$ cat config.mk
export PLATFORM = sky130hd
export DESIGN_NAME = alu_result_serializer
export DESIGN_NICKNAME = d
export VERILOG_FILES = /design/src/rtl/alu_result_serializer_pkg.sv /design/src/rtl/alu_result_serializer.sv
export SDC_FILE = /design/constraint.sdc
export NUM_CORES = 1
export LEC_CHECK = 0
export BUFFER_PORTS_ARGS = -buffer_cell sky130_fd_sc_hd__buf_2
export CORE_MARGIN = 2
export CORE_UTILIZATION = 49
export DETAILED_ROUTE_END_ITERATION = 10
export GPL_ROUTABILITY_DRIVEN = 1
export GPL_TIMING_DRIVEN = 0
export PLACE_DENSITY = 0.78
export SYNTH_ARGS = -nofsm -noshare
export SYNTH_HDL_FRONTEND = slang
export SYNTH_SLANG_ARGS = --single-unit
$ cat constraint.sdc
create_clock -name CLK -period 1.85 [get_ports CLK]
set_input_delay 0.185 -clock CLK [delete_from_list [all_inputs] [get_ports CLK]]
set_output_delay 0.185 -clock CLK [all_outputs]
set_load 0.01 [all_outputs]
$ cat src/rtl/alu_result_serializer_pkg.sv
// Shared definitions for the ALU result serializer: FSM state encoding and
// the number of FIFO frames one ALU result is split into.
package alu_result_serializer_pkg;

  typedef enum logic [1:0] {
    IDLE        = 2'b00,
    SEND_FIRST  = 2'b01,
    SEND_SECOND = 2'b10
  } state_t;

  localparam int FRAME_COUNT = 2;

endpackage

$ cat src/rtl/alu_result_serializer.sv
// Captures a 2*Data_width ALU result and writes it to the TX FIFO as two
// Data_width frames, one per cycle, honouring FIFO_Full backpressure.
module alu_result_serializer
  import alu_result_serializer_pkg::*;
#(
  parameter int Data_width = 8,
  parameter bit MSB_first  = 1'b0
) (
  input  logic                              CLK,
  input  logic                              RST,
  input  logic [FRAME_COUNT*Data_width-1:0] ALU_Out,
  input  logic                              ALU_Out_Valid,
  input  logic                              FIFO_Full,
  output logic [Data_width-1:0]             Wr_Data,
  output logic                              Wr_Inc,
  output logic                              Ready,
  output logic                              Busy,
  output logic                              Overrun
);

  state_t                            state;
  state_t                            state_next;
  logic [FRAME_COUNT*Data_width-1:0] capture;
  logic [Data_width-1:0]             frame_lo;
  logic [Data_width-1:0]             frame_hi;
  logic [Data_width-1:0]             first_frame;
  logic [Data_width-1:0]             second_frame;
  logic                              accept;

  assign frame_lo     = capture[Data_width-1:0];
  assign frame_hi     = capture[FRAME_COUNT*Data_width-1:Data_width];
  assign first_frame  = MSB_first ? frame_hi : frame_lo;
  assign second_frame = MSB_first ? frame_lo : frame_hi;

  // Frame select follows the registered state only, so a stall keeps it stable.
  assign Wr_Data = (state == SEND_SECOND) ? second_frame : first_frame;
  assign accept  = ALU_Out_Valid & Ready;

  always_comb begin
    // NOTE: every output of this block gets a default first, so no path infers a latch.
    state_next = state;
    Wr_Inc     = 1'b0;
    Ready      = 1'b0;
    Busy       = 1'b1;
    case (state)
      IDLE: begin
        Ready = 1'b1;
        Busy  = 1'b0;
        if (ALU_Out_Valid) state_next = SEND_FIRST;
      end
      SEND_FIRST: begin
        if (!FIFO_Full) begin
          Wr_Inc     = 1'b1;
          state_next = SEND_SECOND;
        end
      end
      SEND_SECOND: begin
        if (!FIFO_Full) begin
          Wr_Inc     = 1'b1;
          Ready      = 1'b1;
          state_next = ALU_Out_Valid ? SEND_FIRST : IDLE;
        end
      end
      default: state_next = IDLE;
    endcase
  end

  always_ff @(posedge CLK or posedge RST) begin
    if (RST) begin
      state   <= IDLE;
      // NOTE: the capture register is reset too, so Wr_Data reads 0 out of reset.
      capture <= '0;
      Overrun <= 1'b0;
    end else begin
      // NOTE: sequential state uses non-blocking assignments only.
      state   <= state_next;
      Overrun <= ALU_Out_Valid & ~Ready;
      // Only an accepted result may touch the capture register.
      if (accept) capture <= ALU_Out;
    end
  end

endmodule

## Word-level counts from Yosys, hierarchy flattened

Cells that the tools add are included.

- Eq/ne operators: 5
- Reduce and logical (&&, ||, !) cells: 3
- Mux-type cells: 10
- Shift-type cells: 0
- $mul: 0
- $add $sub $neg: 0
- Divide/modulo/power cells: 0
- Order comparisons: 0
- Bitwise operators: 3

Operators with widths:

| cell | number |
|---|---|
| two-way mux 8 bit | 1 |
| two-way mux 2 bit | 3 |
| inequality test 2 bit (second input constant) | 3 |
| one-hot mux 2 bit (3 select lines) | 1 |
| two-way mux 1 bit | 4 |
| AND reduction 3 bit | 1 |
| AND 1 bit | 2 |
| == test 2 x 1 -> 1 bit (second input constant) | 1 |
| == test 2 bit (second input constant) | 1 |
| logical NOT 2 bit | 1 |
| one-hot mux 1 bit (2 select lines) | 1 |
| OR reduction 2 bit | 1 |
| inverter 1 bit | 1 |

- Bits in writable memories: 0
- Bits in latches: 0
- Input port bits: 20
- Register bits: 19
- Word-level logic and storage cells: 24
- ROM bits: 0
- Output and inout port bits: 12
- Memories: 0

## Logic depth before layout (Yosys ltp)

Gate-level depths: netlist of run 1.

- Word-level depth: 4
- Mapped depth: 6
- Depth with buffers taken out: 5

## Least setup slack after synthesis of run 1

OpenSTA, ideal clock, no wires.

- Kind: flip-flop to flip-flop
- Start: reg state[0]
- End: reg capture[0]
- Data required time: 1.725 ns
- Path slack: 0.212 ns
- Arrival time: 1.513 ns
- Stages on the path, launching flop included: 7
- Setup time: 0.125 ns
- Period minus slack after synthesis: 1.638 ns
- Cells stage by stage: dfrtp_1 inv_1 ha_1 nor2b_2 o21ai_4 buf_12 mux2_4

- Cells in the longest elaborated chain, start to end: 3
- Elaborated cells between the ends (all ways): 4
- Those cells by class: 1 x eq/ne; 1 x mux; 1 x bitwise; 1 x reduce/logical

Ends and longest elaborated chain:

| element | line | RTL |
|---|---|---|
| start, declared | alu_result_serializer.sv:21 | `state_t state;` |
| start signal, assigned | alu_result_serializer.sv:76 | `state <= state_next;` |
| == test 2 bit or logical NOT 2 bit (tied branches) | alu_result_serializer.sv:45 | `case (state)` |
| one-hot mux 1 bit (2 select lines) (*) | alu_result_serializer.sv:45 |  |
| AND 1 bit (*) | alu_result_serializer.sv:37 | `assign accept = ALU_Out_Valid & Ready;` |
| end signal, assigned | alu_result_serializer.sv:79 | `if (accept) capture <= ALU_Out;` |
| end, declared | alu_result_serializer.sv:23 | `logic [FRAME_COUNT*Data_width-1:0] capture;` |

Every way passes the cells marked *; elsewhere a longest branch is shown, timed or not.
A chain may end at the register's enable or synchronous reset.

## Final worst setup path of run 1

- Start: reg state[0]
- End: out Wr_Data[2]

- Cells in the longest elaborated chain, start to end: 2

Ends and longest elaborated chain:

| element | line | RTL |
|---|---|---|
| == test 2 bit | alu_result_serializer.sv:36 | `assign Wr_Data = (state == SEND_SECOND) ? second_frame : first_frame;` |
| two-way mux 8 bit | alu_result_serializer.sv:36 |  |
| end, declared | alu_result_serializer.sv:14 | `output logic [Data_width-1:0] Wr_Data,` |

No other way between the ends.

==> results of run 1 <==
## cell type report
type                            instances  area, um^2  area share (%)
Buffer                                  2       31.28           2.513
Timing Repair Buffer                   36       195.2           15.68
Multi-Input combinational cell         40       460.4           36.99
Tap cell                               27       33.78           2.714
Sequential cell                        19       475.5           38.19
Inverter                                6       22.52           1.809
Clock buffer                            4       26.28           2.111
## registers in the layout, indices dropped and copies added (netlist names)
register,flops
capture,16
state,2
Overrun,1
## worst paths after layout
path                                              from                     end  slack [ns]  cells past startpoint
worst min register to register  capture[5]$_DFFE_PP0P_  capture[5]$_DFFE_PP0P_        0.51                      1
max in group asynchronous                          RST    state[1]$_DFFE_PP0P_        0.87                      3
min in group asynchronous                          RST  capture[8]$_DFFE_PP0P_        0.53                      3
worst max-delay path              state[0]$_DFFE_PP0P_              Wr_Data[2]        0.06                      5
worst min-delay path                        ALU_Out[4]  capture[4]$_DFFE_PP0P_        0.11                      2
worst max register to register    state[0]$_DFFE_PP0P_    state[1]$_DFFE_PP0P_        0.11                      8
## Yosys cell counts
library cell                count
sky130_fd_sc_hd__dfrtp_1       19
sky130_fd_sc_hd__mux2_2        14
sky130_fd_sc_hd__mux2_4        10
sky130_fd_sc_hd__inv_1          6
sky130_fd_sc_hd__ha_1           5
sky130_fd_sc_hd__buf_12         1
sky130_fd_sc_hd__buf_2          1
sky130_fd_sc_hd__mux2_1         1
sky130_fd_sc_hd__nand3_1        1
sky130_fd_sc_hd__nor2_1         1
sky130_fd_sc_hd__nor2b_1        1
sky130_fd_sc_hd__nor2b_2        1
sky130_fd_sc_hd__o2111ai_1      1
sky130_fd_sc_hd__o211ai_1       1
sky130_fd_sc_hd__o21ai_1        1
sky130_fd_sc_hd__o21ai_2        1
sky130_fd_sc_hd__o21ai_4        1
sky130_fd_sc_hd__or2_2          1
## stage by stage
step                      cells  util, %  hold slack, ns  instance area (um^2)  setup TNS, ns
after global placement      125    60.87          0.3244                  1170              0
after detailed placement    125    60.87          0.3287                  1170       -0.05090
after CTS                   133    64.26          0.1040                  1235              0
final                       134    64.78          0.1130                  1245              0
after global routing        134    64.78         0.09796                  1245      -0.006648
after floorplan              67        -          0.1361                 980.9              0
## report_power, final
part           switching [W]  internal, W
clock network       0.000120    0.0000839
logic               0.000460     0.000654
registers           0.000106     0.000621
## repair_timing
item	in CTS	in global routing
pin swaps	0	0
hold buffers	1	0
hold endpoints to repair	19	0
cloned	0	1
setup endpoints to repair	19	9
setup buffers	3	0
resized for setup	2	3
## per-layer routing
metal	up-vias	global-route usage, %
li1	311	-
met1	311	19.35
met2	21	26.94
met3	2	5.247
met4	0	5.714
met5	-	0
## cell families (layout without fill, tap and decap cells)
kind of cell | Yosys count | after routing | synth area share (%)
AOI/OAI and AO/OA | 5 | 5 | 4.720
adders and majority gates | 5 | 5 | 6.378
buffers and inverters | 8 | 48 | 4.846
DFF | 19 | 19 | 48.47
muxes | 25 | 25 | 32.52
and+or+nand+nor | 5 | 5 | 3.061
==> run summary, run 1 <==
In the layout the commonest cells are 31 x sky130_fd_sc_hd__buf_2, 19 x sky130_fd_sc_hd__dfrtp_1, 14 x sky130_fd_sc_hd__mux2_2, 10 x sky130_fd_sc_hd__mux2_4, 5 x sky130_fd_sc_hd__inv_1. STA classifies the critical path startpoint as a register. In this run the power density over the cells is 1642 nW/um^2.

The pin count of the biggest net entering global routing is 20. The number of I/O port buffers is 31. The depth of the CTS H-tree is 1. The slew at the pin closest to its max-slew limit came out at approximately 0.70 ns. The area of the die is ~2400 um^2. The first global-routing pass estimated 2925 um of wire. The total via count after detailed routing is between 600 and 700. The global router's overall resource usage is 16.08%. In this run the deepest clock path goes through 2 buffers.

The arrival time at the worst endpoint came out at 1.61 ns. Overall power consumption after layout is estimated at 0.002045 W. The boundary pin count is 32. In the final layout, the share of cells above drive strength 1 is 65.42%. The number of cell rows is 16.

The die is 48.74 um tall. The final net count is 133. The sum of routed wire length over all layers came out at 1794 um. The headroom to the max-slew limit is 53.19%. The synthesis-stage register bit count came out at 19. The count of antenna diodes in the layout is 0. Sorting the synthesized cells by area gives the leading types as sky130_fd_sc_hd__dfrtp_1 48%, sky130_fd_sc_hd__mux2_2 16%, sky130_fd_sc_hd__mux2_4 15%, sky130_fd_sc_hd__ha_1 6.4%, sky130_fd_sc_hd__inv_1 2.3%. The horizontal extent of the die is 48.74 um. The critical-path maximum fanout came out at 4. The top cell family by delay on the critical path is flip-flops. The post-synth net total came out at 92. The post-placement worst setup slack came out at -0.01033 ns. The number of buffer and inverter stages on the critical path is 3.

The worst setup margin came out at 0.05573 ns. The first detailed-routing pass ran for 2 iterations. The initial cell density of the core is between 50% and 60%. For this design the static power due to leakage is 0.6345 nW. Clock-pin slew was measured on the worst setup and hold paths at 0.10 ns. The summed instance area of the synthesized netlist came out at 980.9 um^2.

The run finished with clean final reports. The final-report hold violation count is 0. The initial antenna violation count came to 0. For this block, wires on met1 add up to roughly 760 um.

The routability-driven placement congestion ratio came out at between 0.6 and 0.7. The core footprint came out at 1922 um^2. The fraction of post-synthesis cell area in the top cell type by area is 48.47%.

The worst setup path is captured at a primary output. The final number of max-transition violations came out at 0. The largest single stage delay on the critical path is 0.41 ns. The worst hold path class is in2reg. The root buffer cell chosen for the clock tree is sky130_fd_sc_hd__clkbuf_4. The met3 layer wire length in the routed design came out at 96 um. The share of the clock period used by the worst path came out at 96.99%.

The violation count after the first detailed-routing iteration is 1. The maximum vdd ir drop is 1.002 mV. The routed wire length on met2 is between 900 and 1000 um.

Counting the fill cells in the layout gives 162. The number of buffers added by the clock tree synthesis step is 3. The total of max-cap violations is 0. The clock latency at the later pin of the worst-skew pair is 0.29 ns. For this design, the slowest cell found on the critical path is sky130_fd_sc_hd__dfrtp_1. The routed wirelength normalized by instance count is 13.39 um. For this run the aggregate overflow at the end of global routing stands at 0. TritonCTS built the clock tree. The number of distinct library cells after synthesis came out at 18. The count of endpoints failing setup in the final report is 0. In the synthesized netlist, the number of instances is between 60 and 70.

The worst clock skew is around 0.0067 ns. The commonest non-fill, non-tap cell in the layout is sky130_fd_sc_hd__buf_2. Summed over all instances, the cell type with the most area after synthesis is sky130_fd_sc_hd__dfrtp_1. Setup repair after global routing could not meet its margin everywhere. The via count of the first global-routing pass came out at 642. The average cell area after synthesis is 14.64 um^2. Summed over all nets, the half-perimeter wirelength after detailed placement is 1281 um.

Using the TritonRoute via totals, the vias-per-cell ratio works out to 4.813. Summing the sequential cell areas from Yosys gives 48.47% of the chip area. The maximum achievable frequency is about 0.56 GHz. The number of nets with antenna violations after routing came out at 0.

The DRC violation count after routing came out at 0. The worst setup path is of the reg2out kind. Relative to the synthesized area, the layout overhead comes to 26.91%. Traced cell by cell, the critical path runs through inv_2 > ha_2 > buf_4 > mux2_2 > buf_2. The worst path required time came out at 1.66 ns. For the finished layout, the period the worst path requires is 1.794 ns. The number of warnings printed during yosys synthesis is 0. The clock net in this run drives a total of 19 sinks. The highest metal layer with signal wires is met4.
Power figures use the tool's default switching activity.
==> inputs of run 2 (changes only) <==
--- a/config.mk
+++ b/config.mk
@@ -6,6 +6,7 @@
 export NUM_CORES = 1
 export LEC_CHECK = 0
 export BUFFER_PORTS_ARGS = -buffer_cell sky130_fd_sc_hd__buf_2
+export CORE_ASPECT_RATIO = 1.1
 export CORE_MARGIN = 2
 export CORE_UTILIZATION = 49
 export DETAILED_ROUTE_END_ITERATION = 10
==> run 2 against run 1 <==
The run now ends with hold timing left; critical path depth stayed put; routed wire length is 3.6% lower; via count is 1.7% lower; hold slack worse by 0.13 ns; largest cell class unchanged; register-to-register slack hardly changed; die area hardly changed; worst setup slack better by 0.012 ns; combinational power hardly changed; clock skew is 0.0062 ns lower.
==> run summary, run 2 (synthesis gave the netlist of run 1 again) <==
The run finished, with violations left. The final reports fail on hold timing. The area of the die came out at 2376 um^2 (about the same). The number of cell rows came out at 16 (unchanged). The routability-driven placement congestion ratio came out at 0.7026 (+3.1%). The slew at the pin closest to its max-slew limit came to 0.7120 ns (+0.01064 ns). The register with the most flip-flops is capture.

The number of I/O port buffers is 31 (unchanged). The routed wirelength normalized by instance count came out at 13.11 um (-2.1%). The final net count is 131 (-1.5%). The count of endpoints failing setup in the final report is 0 (unchanged). The worst setup path is launched from a register. The worst setup slack for register-to-register paths is 0.12 ns (about the same). The setup TNS came out at 0 ns (unchanged). The worst setup margin is 0.06724 ns (+0.01151 ns). The flip-flop count of the largest register, all copies and words added was 16 (unchanged). The number of buffers added by the clock tree synthesis step is 3 (unchanged). The headroom to the max-slew limit came out at 52.48% (-0.71 points). The cell area power density is 1646 nW/um^2 (+0.23%). The depth of the CTS H-tree is 1 (unchanged). The fill cell instance count of the final layout is 144 (-11%). The global router's overall resource usage is 17.44% (+1.4 points). The clock-pin slew on the worst setup and hold paths is 0.10 ns (about the same). The slowest stage of the critical path is the sky130_fd_sc_hd__dfrtp_1 cell. The horizontal extent of the die came out at 46.66 um (-4.3%). The static leakage came out at 0.6251 nW (-1.5%).

The largest registers in the layout are capture (16), state (2), Overrun (1). The count of antenna diodes in the layout is 0 (unchanged). The wire length of the first global-routing pass came out at 2918 um (-0.24%).

The total global routing overflow is 0 (unchanged). The total via count after detailed routing was 634 (-1.7%). The arrival time at the worst endpoint came to 1.60 ns (about the same). The CTS tree is yes. The DRC violation count after routing came out at 0 (unchanged).

The critical path starts at state[0]$_DFFE_PP0P_. The sum of routed wire length over all layers came out at 1730 um (-3.6%). The maximum vdd ir drop is 1.076 mV (+7.4%). Setup repair after global routing left no endpoint under its margin. The worst hold path class is in2async. The total of max-cap violations was 0 (unchanged).

The number of buffer and inverter stages on the critical path is 3 (unchanged). The maximum achievable frequency was 0.5609 GHz (+0.65%). The detailed placement HPWL is 1205 um (-5.9%). The initial antenna violation count came out at 0 (unchanged). The core footprint came to 1842 um^2 (-4.2%).

Among cell families on the critical path, the largest total delay comes from flip-flops. Leaving out fill and tap cells, the most frequent cell in the layout is sky130_fd_sc_hd__buf_2. The post-layout minimum cycle time came out at 1.783 ns (-0.01151 ns).

The final-report hold violation count is 19 (+19). The worst register-to-register path begins at state[1]$_DFFE_PP0P_. The post-placement worst setup slack is 0.03292 ns (+0.04325 ns). The fraction of final layout cells sized beyond drive strength 1 came out at 65.71% (+0.29 points).

The number of cells traversed by the worst register-to-register path is 5 (-3). Relative to the synthesized area, the layout overhead comes to 25.13%. The final number of max-transition violations was 0 (unchanged). The initial cell density of the core came out at 53.26% (+2.2 points). In the layout the commonest cells are 31 x sky130_fd_sc_hd__buf_2, 19 x sky130_fd_sc_hd__dfrtp_1, 14 x sky130_fd_sc_hd__mux2_2, 10 x sky130_fd_sc_hd__mux2_4, 5 x sky130_fd_sc_hd__inv_1. The clock latency at the later pin of the worst-skew pair is 0.29 ns (about the same). The largest incremental delay on the critical path is 0.41 ns (about the same).

The smallest hold slack is -0.01272 ns (-0.1258 ns). The share of the clock period used by the worst path is 96.37% (-0.62 points). The via density per instance came to 4.803 (-0.22%). In this run the critical register-to-register path is captured at capture[11]$_DFFE_PP0P_. The pin count of the biggest net entering global routing is 20 (unchanged). The number of buffers added to fix hold violations after cts came to 0 (-1). The die height is 50.93 um (+4.5%).

The nature of the critical path endpoint is a primary output. The signal on the critical path passes through inv_2 > ha_2 > buf_4 > mux2_2 > buf_2. The worst-case clock buffer depth was 2 (unchanged). The worst clock skew is 0.0005574 ns (-0.006160 ns). The tree is rooted in a sky130_fd_sc_hd__clkbuf_4. The number of nets with antenna violations after routing was 0 (unchanged). The worst setup path is of the reg2out kind. The violation count after the first detailed-routing iteration is 1 (unchanged). The via count of the first global-routing pass came out at 689 (+7.3%).

The boundary pin count is 32 (unchanged). The worst path required time came out at 1.66 ns (about the same). The number of search-and-repair iterations in the first detailed-routing pass was 2 (unchanged). The CTS sink count was 19 (unchanged).

The critical-path maximum fanout was 5 (+1).
-- run 2: cell types whose count changed in the layout (fill, tap and decap cells not counted), sizes merged --
cell	delta
buf	-1
dlygate4sd3	-1
-- run 2: where the power goes --
| group | total [W] | switching [W] | internal [W] |
|---|---|---|---|
| logic | 0.00109 | 0.000445 | 0.000642 |
| clock network | 0.000206 | 0.000122 | 0.0000839 |
| registers | 0.000727 | 0.000107 | 0.000621 |
| total | 0.00202 | 0.000674 | 0.00135 |
-- run 2: per-layer routing --
metal,vias to the layer above,global-route usage (%),routed length (um)
met1,305,20.27,753
met4,0,4.167,12
met3,2,6.360,114
met2,23,29.86,849
met5,-,0,0
li1,304,-,-
-- run 2: worst register-to-register path, stage by stage (launching register included) --
cell and delay, ns:
sky130_fd_sc_hd__dfrtp_1 0.40, sky130_fd_sc_hd__inv_1 0.09, sky130_fd_sc_hd__ha_1 0.27, sky130_fd_sc_hd__o21ai_4 0.35, sky130_fd_sc_hd__buf_12 0.20, sky130_fd_sc_hd__mux2_4 0.31
-- run 2: cell type report --
cell class	instances	area, um^2	share of cell area [%]
sequential	19	475.5	38.74
multi-input combinational	40	460.4	37.51
timing repair buffer	34	177.7	14.47
tap	27	33.78	2.752
buffer	2	31.28	2.548
clock buffer	4	26.28	2.141
inverter	6	22.52	1.835
-- run 2: worst max-delay path by stage --
stage	endpoint	cells after the start
floorplan	capture[0]$_DFFE_PP0P_	6
global placement	capture[0]$_DFFE_PP0P_	6
global route	Wr_Data[0]	5
CTS	Wr_Data[3]	5
detailed placement	capture[14]$_DFFE_PP0P_	6
finish	Wr_Data[2]	5
-- run 2: repair_timing --
action | CTS | global route
setup buffers | 1 | 1
gates cloned | 0 | 1
pin swaps | 0 | 0
setup endpoints to repair | 9 | 8
gates resized for setup | 1 | 4
-- run 2: metrics by stage --
stage,area [um^2],hold WS [ns],utilization (%),power [W],std cells
2_1_floorplan,980.9,0.1361,-,0.001485,67
3_3_place_gp,1170,0.3296,63.52,0.001737,125
3_5_place_dp,1170,0.3369,63.52,0.001768,125
4_1_cts,1206,0.01013,65.49,0.002006,130
5_1_grt,1227,0.04821,66.64,0.002174,132
6_report,1227,-0.01272,66.64,0.002021,132
==> inputs of run 3 (changes only) <==
==> constraint.sdc (replaced) <==
create_clock -name CLK -period 2.19 [get_ports CLK]
set_input_delay 0.1095 -clock CLK [delete_from_list [all_inputs] [get_ports CLK]]
set_output_delay 0.1095 -clock CLK [all_outputs]
set_load 0.01 [all_outputs]
==> run 3 against run 2 <==
Global-route usage increased by 0.28 points; the flow now finishes without violations; largest cell class unchanged; non-clock buffer count decreased by 2; register-to-register slack improved by 0.22 ns.
==> run summary, run 3 (synthesis gave the netlist of run 1 again) <==
The number of buffers added for setup after CTS is 0 (-1). The total of max-cap violations came out at 0 (unchanged). The DRC violation count after routing is 0 (unchanged). The worst setup path is launched from a register. The die height came out at 50.93 um (unchanged). The met3 layer wire length in the routed design was 105 um (-7.9%). The final core utilization is 65.49% (-1.2 points). The number of nets with antenna violations after routing is 0 (unchanged). The boundary pin count is 32 (unchanged). The critical-path maximum fanout came out at 10 (+5). The via count of the first global-routing pass is 691 (+0.29%). The worst path required time came to 2.08 ns (+0.42 ns). The via density per instance came to 4.777 (-0.54%). The headroom to the max-slew limit is 52.63% (+0.16 points).

The instance area at placement came out at 1170 um^2 (unchanged). The post-CTS resize count is 0 (-1). The final net count came out at 129 (-1.5%). The CTS tree is yes. The smallest hold slack is 0.04213 ns (+0.05485 ns). The maximum vdd ir drop came to 0.9065 mV (-16%). The nature of the critical path endpoint is a primary output.

The core footprint came out at 1842 um^2 (unchanged). The final number of max-transition violations was 0 (unchanged). In this run the top signal layer used is met4.

The flow ran to the end, and the final reports show no timing, DRC or antenna violations. The setup TNS was 0 ns (unchanged). The routed wirelength normalized by instance count was 13.12 um (+0.13%). The worst clock skew is 0.0003804 ns (-0.0001770 ns). The CTS sink count came out at 19 (unchanged). The initial antenna violation count came out at 0 (unchanged).

The cell area power density came to 1373 nW/um^2 (-17%). The maximum achievable frequency is 0.5248 GHz. The register with the most flip-flops is capture. In this run the worst hold path is classified as in2reg. The count of antenna diodes in the layout came out at 0 (unchanged). The violation count after the first detailed-routing iteration is 1 (unchanged). The sum of routed wire length over all layers is 1706 um (-1.4%). The depth of the CTS H-tree is 1 (unchanged). The total global routing overflow came to 0 (unchanged). The arrival time at the worst endpoint is 1.80 ns (+0.20 ns). The number of cell rows was 16 (unchanged). The global router's overall resource usage came to 17.72% (+0.28 points). The routed wire length on met2 came to 820 um (-3.4%). The critical path is of the reg2out type. The area of the die was 2376 um^2 (unchanged). After layout, the worst path uses 87.02% of the clock period. The total via count after detailed routing came out at 621 (-2.1%). The met1 wire length came to 768 um (+2.0%).

The post-layout minimum cycle time came out at 1.906 ns. The routability-driven placement congestion ratio came to 0.7026 (unchanged). The final-report hold violation count came out at 0 (-19). The wire length of the first global-routing pass came out at 2973 um (+1.9%). The clock latency at the later pin of the worst-skew pair came out at 0.29 ns (about the same).

The flip-flop count of the largest register, all copies and words added came out at 16 (unchanged). The initial cell density of the core came out at 53.26% (unchanged). The static leakage is 0.6149 nW (-1.6%). The horizontal extent of the die came out at 46.66 um (unchanged). The number of buffers added to fix hold violations after cts was 1 (+1).

The fill cell instance count of the final layout is 149 (+3.5%). The number of I/O port buffers came out at 31 (unchanged). The number of search-and-repair iterations in the first detailed-routing pass is 2 (unchanged).

The pin count of the biggest net entering global routing came out at 20 (unchanged). The fraction of final layout cells sized beyond drive strength 1 is 62.14% (-3.6 points). The library cells used most frequently in the layout, excluding fill and tap cells, are 32 x sky130_fd_sc_hd__buf_2, 19 x sky130_fd_sc_hd__dfrtp_1, 14 x sky130_fd_sc_hd__mux2_2, 10 x sky130_fd_sc_hd__mux2_4, 6 x sky130_fd_sc_hd__inv_1. The multi-input gate area in the final layout is 457.9 um^2 (-0.54%). The area of all placed cells without fillers is 1206 um^2 (-1.7%). The slew at the pin closest to its max-slew limit came out at 0.7097 ns (-0.002326 ns). The area added between synthesis and finish is 22.96%. The detailed placement HPWL was 1205 um (unchanged). The worst-case clock buffer depth is 2 (unchanged). The number of buffers added by the clock tree synthesis step came out at 3 (unchanged).

The commonest non-fill, non-tap cell in the layout is sky130_fd_sc_hd__buf_2. Setup repair after global routing left no endpoint under its margin. The clock root buffer is sky130_fd_sc_hd__clkbuf_4. The register area is 475.5 um^2 (unchanged). The largest registers in the layout are capture (16), state (2), Overrun (1). The worst setup slack for register-to-register paths is 0.34 ns (+0.22 ns). The count of endpoints failing setup in the final report came out at 0 (unchanged). The clock-pin slew on the worst setup and hold paths came out at 0.10 ns (about the same).
-- run 3: worst paths after layout --
| check | from | to | depth (start not counted) |
|---|---|---|---|
| worst max-delay path | state[0]$_DFFE_PP0P_ | Wr_Data[3] | 5 |
| worst min-delay path | ALU_Out[15] | capture[15]$_DFFE_PP0P_ | 2 |
| worst max register to register | state[0]$_DFFE_PP0P_ | capture[11]$_DFFE_PP0P_ | 6 |
| worst min register to register | capture[3]$_DFFE_PP0P_ | capture[3]$_DFFE_PP0P_ | 1 |
| max in group asynchronous | RST | capture[8]$_DFFE_PP0P_ | 3 |
| min in group asynchronous | RST | capture[1]$_DFFE_PP0P_ | 3 |
-- run 3: layout make-up --
type / count / share of cell area, %
Clock buffer: 4 / 2.178
Tap cell: 27 / 2.801
Sequential cell: 19 / 39.42
Multi-Input combinational cell: 40 / 37.97
Timing Repair Buffer: 32 / 13.69
Inverter: 6 / 1.867
Buffer: 2 / 2.075
-- run 3: worst max-delay path, cell delays in order, from the launching register on --
cell,delay [ns]
sky130_fd_sc_hd__dfrtp_1,0.45
sky130_fd_sc_hd__inv_1,0.13
sky130_fd_sc_hd__ha_1,0.16
sky130_fd_sc_hd__buf_2,0.26
sky130_fd_sc_hd__mux2_2,0.37
sky130_fd_sc_hd__buf_2,0.14
-- run 3: routing by layer --
metal  vias up  GRT usage, %
li1        302             -
met5         -             0
met2        21         30.09
met4         0         4.167
met1       296         20.96
met3         2         6.360
-- run 3: through the flow --
stage	cells	setup WS (ns)	total power (W)
after CTS	130	0.2689	0.001678
after global placement	125	0.3761	0.001467
after detailed placement	125	0.3729	0.001493
after global routing	130	0.1761	0.001786
final	130	0.2843	0.001656
after floorplan	67	0.5516	0.001255
-- run 3: power breakdown --
group          switching (W)  internal (W)  total [W]
combinational       0.000359      0.000505   0.000864
clock               0.000100     0.0000708   0.000171
sequential         0.0000964      0.000524   0.000621
